[src/rtl/dmem_arbiter.sv]
// Data RAM arbiter: CPU memory stage (port 0) vs DMA/debug loader (port 1).
// One RAM command per cycle; CPU-first with starvation relief and DMA bursts.
module dmem_arbiter #(
  parameter int AW           = 10,
  parameter int DW           = 32,
  parameter int STARVE_LIMIT = 8,
  parameter int BURST_MAX    = 4
) (
  input  logic          clk,
  input  logic          rst,
  input  logic          cpu_req,
  input  logic          cpu_we,
  input  logic [AW-1:0] cpu_addr,
  input  logic [DW-1:0] cpu_wdata,
  output logic          cpu_gnt,
  output logic          cpu_stall,
  output logic          cpu_rvalid,
  output logic [DW-1:0] cpu_rdata,
  input  logic          dma_req,
  input  logic          dma_we,
  input  logic          dma_burst,
  input  logic [AW-1:0] dma_addr,
  input  logic [DW-1:0] dma_wdata,
  output logic          dma_gnt,
  output logic          dma_rvalid,
  output logic [DW-1:0] dma_rdata,
  output logic          ram_en,
  output logic          ram_we,
  output logic [AW-1:0] ram_addr,
  output logic [DW-1:0] ram_wdata,
  input  logic [DW-1:0] ram_rdata
);

  typedef enum logic {
    CPU_PRI,
    DMA_BURST
  } state_t;

  localparam logic [7:0] SLIM = 8'(STARVE_LIMIT);
  localparam logic [7:0] BMAX = 8'(BURST_MAX);

  state_t     state;
  state_t     state_nx;
  logic [7:0] burst_cnt;
  logic [7:0] burst_nx;
  logic [7:0] starve_cnt;
  logic [7:0] starve_nx;
  logic       rd_pend;
  logic       rd_owner;
  logic       dma_first;
  logic       burst_done;

  // DMA takes a contended cycle while bursting or once starved
  always_comb begin
    dma_first = (state == DMA_BURST) || (starve_cnt == SLIM);
    cpu_gnt   = 1'b0;
    dma_gnt   = 1'b0;
    if (!rst) begin
      if (cpu_req && dma_req) begin
        cpu_gnt = !dma_first;
        dma_gnt = dma_first;
      end else begin
        cpu_gnt = cpu_req;
        dma_gnt = dma_req;
      end
    end
  end

  always_comb begin
    ram_en    = cpu_gnt | dma_gnt;
    ram_we    = 1'b0;
    ram_addr  = '0;
    ram_wdata = '0;
    if (cpu_gnt) begin
      ram_we    = cpu_we;
      ram_addr  = cpu_addr;
      ram_wdata = cpu_wdata;
    end else if (dma_gnt) begin
      ram_we    = dma_we;
      ram_addr  = dma_addr;
      ram_wdata = dma_wdata;
    end
  end

  assign cpu_stall = cpu_req & ~cpu_gnt;

  // burst_cnt counts DMA grants in the current burst, entry grant included
  always_comb begin
    state_nx   = state;
    burst_nx   = burst_cnt;
    burst_done = dma_gnt && ((burst_cnt + 8'd1) >= BMAX);
    unique case (state)
      CPU_PRI: begin
        if (dma_gnt && dma_burst && (BMAX > 8'd1)) begin
          state_nx = DMA_BURST;
          burst_nx = 8'd1;
        end
      end
      DMA_BURST: begin
        if (!dma_req || !dma_burst || burst_done) begin
          state_nx = CPU_PRI;
          burst_nx = 8'd0;
        end else if (dma_gnt) begin
          burst_nx = burst_cnt + 8'd1;
        end
      end
    endcase
  end

  always_comb begin
    starve_nx = starve_cnt;
    if (!dma_req || dma_gnt) begin
      starve_nx = 8'd0;
    end else if (starve_cnt < SLIM) begin
      starve_nx = starve_cnt + 8'd1;
    end
  end

  always_ff @(posedge clk) begin
    if (rst) begin
      state      <= CPU_PRI;
      burst_cnt  <= 8'd0;
      starve_cnt <= 8'd0;
      rd_pend    <= 1'b0;
      rd_owner   <= 1'b0;
    end else begin
      state      <= state_nx;
      burst_cnt  <= burst_nx;
      starve_cnt <= starve_nx;
      rd_pend    <= (cpu_gnt & ~cpu_we) | (dma_gnt & ~dma_we);
      if (cpu_gnt | dma_gnt) begin
        rd_owner <= dma_gnt;
      end
    end
  end

  assign cpu_rvalid = rd_pend & ~rd_owner;
  assign dma_rvalid = rd_pend & rd_owner;
  assign cpu_rdata  = cpu_rvalid ? ram_rdata : '0;
  assign dma_rdata  = dma_rvalid ? ram_rdata : '0;

endmodule

[config.mk]
export PLATFORM = sky130hd
export DESIGN_NAME = dmem_arbiter
export DESIGN_NICKNAME = d
export VERILOG_FILES = /design/src/rtl/dmem_arbiter.sv
export SDC_FILE = /design/constraint.sdc
export NUM_CORES = 1
export LEC_CHECK = 0
export BUFFER_PORTS_ARGS = -buffer_cell sky130_fd_sc_hd__buf_4
export CAP_MARGIN = 20
export CORE_AREA = 2 2 92 94
export DETAILED_ROUTE_END_ITERATION = 8
export DIE_AREA = 0 0 94 96
export GPL_TIMING_DRIVEN = 0
export PLACE_DENSITY = 0.59
export SLEW_MARGIN = 20
export SYNTH_ARGS = -nofsm -noshare
export SYNTH_HDL_FRONTEND = slang
export SYNTH_SLANG_ARGS = --single-unit
[constraint.sdc]
create_clock -name clk -period 5.5 [get_ports clk]
set_clock_uncertainty 0.2 [all_clocks]
set_input_delay 0.55 -clock clk [delete_from_list [all_inputs] [get_ports clk]]
set_output_delay 0.55 -clock clk [all_outputs]
set_load 0.01 [all_outputs]
==> reports/metrics.cfg, run 1 <==
[status]
outcome=finished clean

[critical_path]
crit_buf_inv=3
cp-end-kind=primary output
cpMaxStageDelayCell=or4_4
crit_arrival_ps=2360
crit_chain=or4_4 -> nor3_1 -> o21ai_1 -> and3b_1 -> buf_2 -> buf_6 -> a22o_1 -> buf_4
path_max_fanout=10
crit_family=simple AND/OR/NAND/NOR gates
critPathKind=reg2out
cpPeakStageDelay_ps=580
required_ps=4750
critPathLaunchType=flip-flop

[cts]
cts_buffer_depth=2
clkLatencyLatePin_ps=250
clk_pin_slew_ps=60
cts_root_buf=clkbuf_8
cts_sinks=19
cts_hold_buf=0
cts_tree=yes
cts_buffers=3
htreeDepth=1
cts_setup_buffers=0
post_cts_resized=0

[global_routing]
grt_pass1_vias=2215
antenna_found_initial=0
grt_max_degree=11
track_usage_pct=15.4
grt_pass1_wl_um=11100
grt_remaining_overflow=0

[finish]
n_antenna_cell=0
drive_above_1_share_pct=56.7
fillCellCount=820
areaGrowthSynthToFinish_pct=108
nNetsFinal=580
instances_no_fill=558

[logic_synthesis]
yosysSeqAreaShare_pct=21.1
ys.flop_type=dfxtp_1
syn_nets=340
yosysWarnings=0
synth_cells=214
synth_edf_count=0
synth_cell_type_count=41
ys_async_sr_fraction_pct=0
ys_ff_latch=19
syn-cell-area_um2=1800
synth_area_per_cell_um2=8.43

[power]
p_comb_share_pct=47.7
p_per_area_nw_per_um2=121
clockPowerShare_pct=20.7
p_int_mw=0.323
p_sw_mw=0.130
max-vdd-ir-drop_v=0.000132
switching_share_pct=28.7
power.leakage_nw=2.09
p_seq_share_pct=31.6

[floorplan]
io_pins=236
num_rows=33
die-area_um2=9020
die_height_um=96
die_w_um=94
core_um2=8050
initial_core_util_pct=22.4

[route]
wl_per_cell_um=14.7
viasPerCell=4.48
wirelength_um=8200
drc_errors=0
first_iter_violations=34
ant_nets=0
num_vias=2500
dr.pass1.iters=4

[sta]
clock.fmax_mhz=321
rsz0062_at_grt=no
min_period_ps=3110
post-route-period-util_pct=56.6
worstMarginPinSlew_ps=717
slew_headroom_pct=51.9
slew_violations=0
setup-violations-final=0
hold_violations=0
fin_tns_setup_ps=0

[flow_run]
drv_cap=0

[place]
place_congestion=0.727
port_buffers=235
dp.cells=554
dp.final_hpwl_um=7040

[hold_path]
hp-class=reg2reg

area by class of cell:
cell class | count | area [um2] | share of cell area (%)
well taps | 105 | 131 | 3.51
flip-flops and latches | 19 | 380 | 10.2
multi-input cells | 170 | 1220 | 32.7
clock buffers | 4 | 45.0 | 1.20
inverters | 6 | 22.5 | 0.601
repair buffers | 235 | 1760 | 47.1
plain buffers | 19 | 176 | 4.71
synth_stat cells (all sizes together), types with 2 or more instances:
cell / count / area [um2]
a22o: 44 / 388
and2: 43 / 270
and3: 33 / 208
dfxtp: 19 / 380
clkbuf: 10 / 37.5
buf: 9 / 139
nor2: 7 / 26.3
inv: 6 / 22.5
nand2: 6 / 22.5
o21ai: 4 / 20.0
a21oi: 3 / 15.0
ha: 3 / 37.5
nor2b: 3 / 18.8
a2111oi: 2 / 23.8
and3b: 2 / 21.3
nand3: 2 / 10.0
nor3: 2 / 10.0
sequential cells by signal (all words and copies together), names as in the netlist:
signal,flops
burst_cnt,8
starve_cnt,8
rd_owner,1
rd_pend,1
state,1
per-stage QoR:
stage                     total power [mW]  util [%]  hold WS, ps  instance area [um2]  setup slack, ps
after detailed placement             0.364      46.0          247                 3700             2660
after CTS                            0.459      46.5          265                 3740             2360
after global placement               0.363      46.0          244                 3700             2670
after global routing                 0.481      46.5          294                 3740             2280
final                                0.454      46.5          261                 3740             2390
after floorplan                      0.227         -          231                 1800             2900
power by group through the flow:
| stage | clock, mW | sequential (mW) | combinational [mW] |
|---|---|---|---|
| final | 0.0939 | 0.143 | 0.216 |
| after global routing | 0.104 | 0.144 | 0.233 |
| after CTS | 0.0979 | 0.143 | 0.218 |
| after detailed placement | 0 | 0.147 | 0.217 |
| after global placement | 0 | 0.147 | 0.216 |
| after floorplan | 0 | 0.145 | 0.0820 |
routing by layer:
layer / track usage [%] / up-vias / part of all wire, %
li1: - / 1264 / -
met1: 17.4 / 1106 / 38
met2: 29.8 / 130 / 52
met3: 3.92 / 0 / 9.1
met4: 1.45 / 0 / 0
met5: 0 / - / 0
final timing paths:
kind | start | endpoint | slack (ps) | cells past startpoint
min | starve_cnt[6] | starve_cnt[6] | 260 | 1
max reg2reg | starve_cnt[7] | rd_pend | 3410 | 6
max | starve_cnt[7] | ram_wdata[26] | 2390 | 8
min reg2reg | starve_cnt[6] | starve_cnt[6] | 260 | 1
cells by family after synthesis:
logic type	share of synthesized area [%]
AO/OA/AOI/OAI	29.6
XOR/XNOR	0.971
adder cells (fa/ha/maj)	2.08
buffers and inverters	11.0
flip-flops	21.1
AND/OR/NAND/NOR	35.2
worst register-to-register path: cells and delay by family, from the launching register on:
| kind | cells | cell delay (ps) |
|---|---|---|
| simple gates | 3 | 1000 |
| buf+inv | 1 | 210 |
| compound gates | 2 | 280 |
| flops | 1 | 310 |
cell usage in the layout, fill, tap and decap left out, types with 5 or more instances in the layout:
cell type  count
a22o_1        42
clkbuf_1      11
dfxtp_1       19
buf_4        235
nor2_1         7
nand2_1        6
and2_1        42
buf_12         5
and3_1        32
inv_1          6
Power figures use the tool's default switching activity.
==> inputs of run 2 (changes only) <==
--- a/config.mk
+++ b/config.mk
@@ -11,7 +11,7 @@
 export DETAILED_ROUTE_END_ITERATION = 8
 export DIE_AREA = 0 0 94 96
 export GPL_TIMING_DRIVEN = 0
-export PLACE_DENSITY = 0.59
+export PLACE_DENSITY = 0.61
 export SLEW_MARGIN = 20
 export SYNTH_ARGS = -nofsm -noshare
 export SYNTH_HDL_FRONTEND = slang
==> constraint.sdc (replaced) <==
create_clock -name clk -period 2.5 [get_ports clk]
set_clock_uncertainty 0.2 [all_clocks]
set_input_delay 0.25 -clock clk [delete_from_list [all_inputs] [get_ports clk]]
set_output_delay 0.25 -clock clk [all_outputs]
set_load 0.01 [all_outputs]
==> run 2 against run 1 <==
Against the previous run: clock-buffer cell count is the same; via count is 2.2% higher; first-iteration DRC count increased by 35%; sequential power grew 120%; the run now ends with negative setup slack left; die area stayed put; register-to-register slack worse by 3100 ps; flip-flop and latch count did not move.
==> reports/metrics.cfg, run 2 (synthesis results as in run 1) <==
[floorplan]
num_rows=33  ; unchanged
die-area_um2=9020  ; unchanged
die_height_um=96  ; unchanged
die_w_um=94  ; unchanged
io_pins=236  ; unchanged
initial_core_util_pct=22.4  ; unchanged
core_um2=8050  ; unchanged

[sta]
rsz0062_at_grt=yes  ; was no
post-route-period-util_pct=106
slew_violations=0  ; unchanged
hold_violations=0  ; unchanged
setup_ws_ps=-155  ; was 2390 ps
fin_tns_setup_ps=-5590  ; was 0 ps
slew_headroom_pct=49.7  ; was 51.9%
holdWs_ps=19.0  ; was 261 ps
worstMarginPinSlew_ps=750  ; was 717 ps
min_period_ps=2660
setup-violations-final=45  ; was 0
clock.fmax_mhz=377

[finish]
largestRegisters=burst_cnt (8), starve_cnt (8)  ; unchanged
drive_above_1_share_pct=58.5  ; was 56.7%
fillCellCount=802  ; was 820
utilization_pct=49.0  ; was 46.5%
instances_no_fill=569  ; was 558
final_common_cell=buf_4  ; unchanged
final_cell_mix=228 x buf_4, 42 x a22o_1, 42 x and2_1  ; was 235 x buf_4, 42 x a22o_1, 42 x and2_1
nNetsFinal=590  ; was 580
areaGrowthSynthToFinish_pct=119  ; was 108%

[route]
wirelength_um=8540  ; was 8200 um
viasPerCell=4.49  ; was 4.48
num_vias=2556  ; was 2500
drc_errors=0  ; unchanged
first_iter_violations=46  ; was 34
wl_per_cell_um=15.0  ; was 14.7 um
ant_nets=0  ; unchanged
dr.pass1.iters=4  ; unchanged

[global_routing]
track_usage_pct=15.8  ; was 15.4%
grt_pass1_vias=2258  ; was 2215
grt_max_degree=11  ; unchanged
grt_pass1_wl_um=11400  ; was 11100 um
grt_remaining_overflow=0  ; unchanged
antenna_found_initial=1  ; was 0

[critical_path]
required_ps=2050  ; was 4750 ps
critPathKind=reg2out  ; unchanged
path_max_fanout=10  ; unchanged
critPathLaunchType=flip-flop  ; unchanged
cp-end-kind=primary output  ; unchanged
crit_arrival_ps=2210  ; was 2360 ps

[status]
failed_checks=negative setup slack
outcome=finished, violations left  ; was finished clean

[cts]
cts_tree=yes  ; unchanged
cts_root_buf=clkbuf_8  ; unchanged
cts_sinks=19  ; unchanged
clkLatencyLatePin_ps=250  ; about the same
clk_pin_slew_ps=70  ; was 60 ps
cts_buffers=3  ; unchanged
htreeDepth=1  ; unchanged
cts_buffer_depth=2  ; unchanged

[place]
dp.cells=554  ; unchanged
dp.final_hpwl_um=7150  ; was 7040 um
port_buffers=235  ; unchanged
place_congestion=0.803  ; was 0.727

[flow_run]
drv_cap=0  ; unchanged

[power]
max-vdd-ir-drop_v=0.000190  ; was 0.000132 V
power.leakage_nw=2.17  ; was 2.09 nW
p_per_area_nw_per_um2=261  ; was 121 nW/um2

[hold_path]
hp-class=in2reg  ; was reg2reg

-- run 2: cell count changes in the layout (fill, tap and decap cells not counted), sizes merged --
cell and change:
clkbuf +1, buf +9, diode +1
-- run 2: cell type report --
class | instances | area [um2] | area share (%)
Multi-Input combinational cell | 170 | 1240 | 31.5
Timing Repair Buffer | 245 | 1930 | 48.9
Sequential cell | 19 | 382 | 9.67
Antenna cell | 1 | 2.50 | 0.0634
Buffer | 19 | 188 | 4.76
Tap cell | 105 | 131 | 3.33
Inverter | 6 | 22.5 | 0.571
Clock buffer | 4 | 45.0 | 1.14
-- run 2: what timing repair did --
action / CTS / global route
cloned: 0 / 2
setup endpoints to repair: 47 / 47
hold buffers: 0 / 0
setup buffers: 2 / 6
gates resized for setup: 3 / 25
pin swaps: 3 / 8
-- run 2: stage by stage --
stage	instance area [um2]	total power, mW	setup WS (ps)
after CTS	3770	1.02	-126
final	3950	1.03	-155
after global placement	3700	0.797	-14.2
after floorplan	1800	0.500	198
after detailed placement	3700	0.801	-14.3
after global routing	3940	1.09	-264
-- run 2: worst max-delay path, stage by stage (launching register included) --
cell and delay (ps):
dfxtp_2 310, or4_4 580, o311ai_4 240, and3b_4 270
buf_12 150, buf_12 130, a22o_1 150, buf_4 120
-- run 2: routing by layer --
| layer | GRT usage (%) | wire [um] |
|---|---|---|
| met5 | 0 | 0 |
| met4 | 0.725 | 10 |
| met3 | 5.64 | 835 |
| met2 | 29.1 | 4470 |
| met1 | 18.5 | 3220 |
-- run 2: path summary, 6_finish.rpt --
path | startpoint | endpoint | slack, ps | cells past startpoint
min | rst | rd_owner | 20 | 2
max reg2reg | starve_cnt[5] | rd_pend | 310 | 8
min reg2reg | starve_cnt[5] | starve_cnt[5] | 260 | 1
max | starve_cnt[5] | ram_wdata[4] | -160 | 7
-- run 2: report_power, final --
part | switching [mW] | internal (mW) | leakage, nW
Clock | 0.0953 | 0.113 | 0.0228
Combinational | 0.192 | 0.315 | 2.00
Sequential | 0.00701 | 0.308 | 0.154
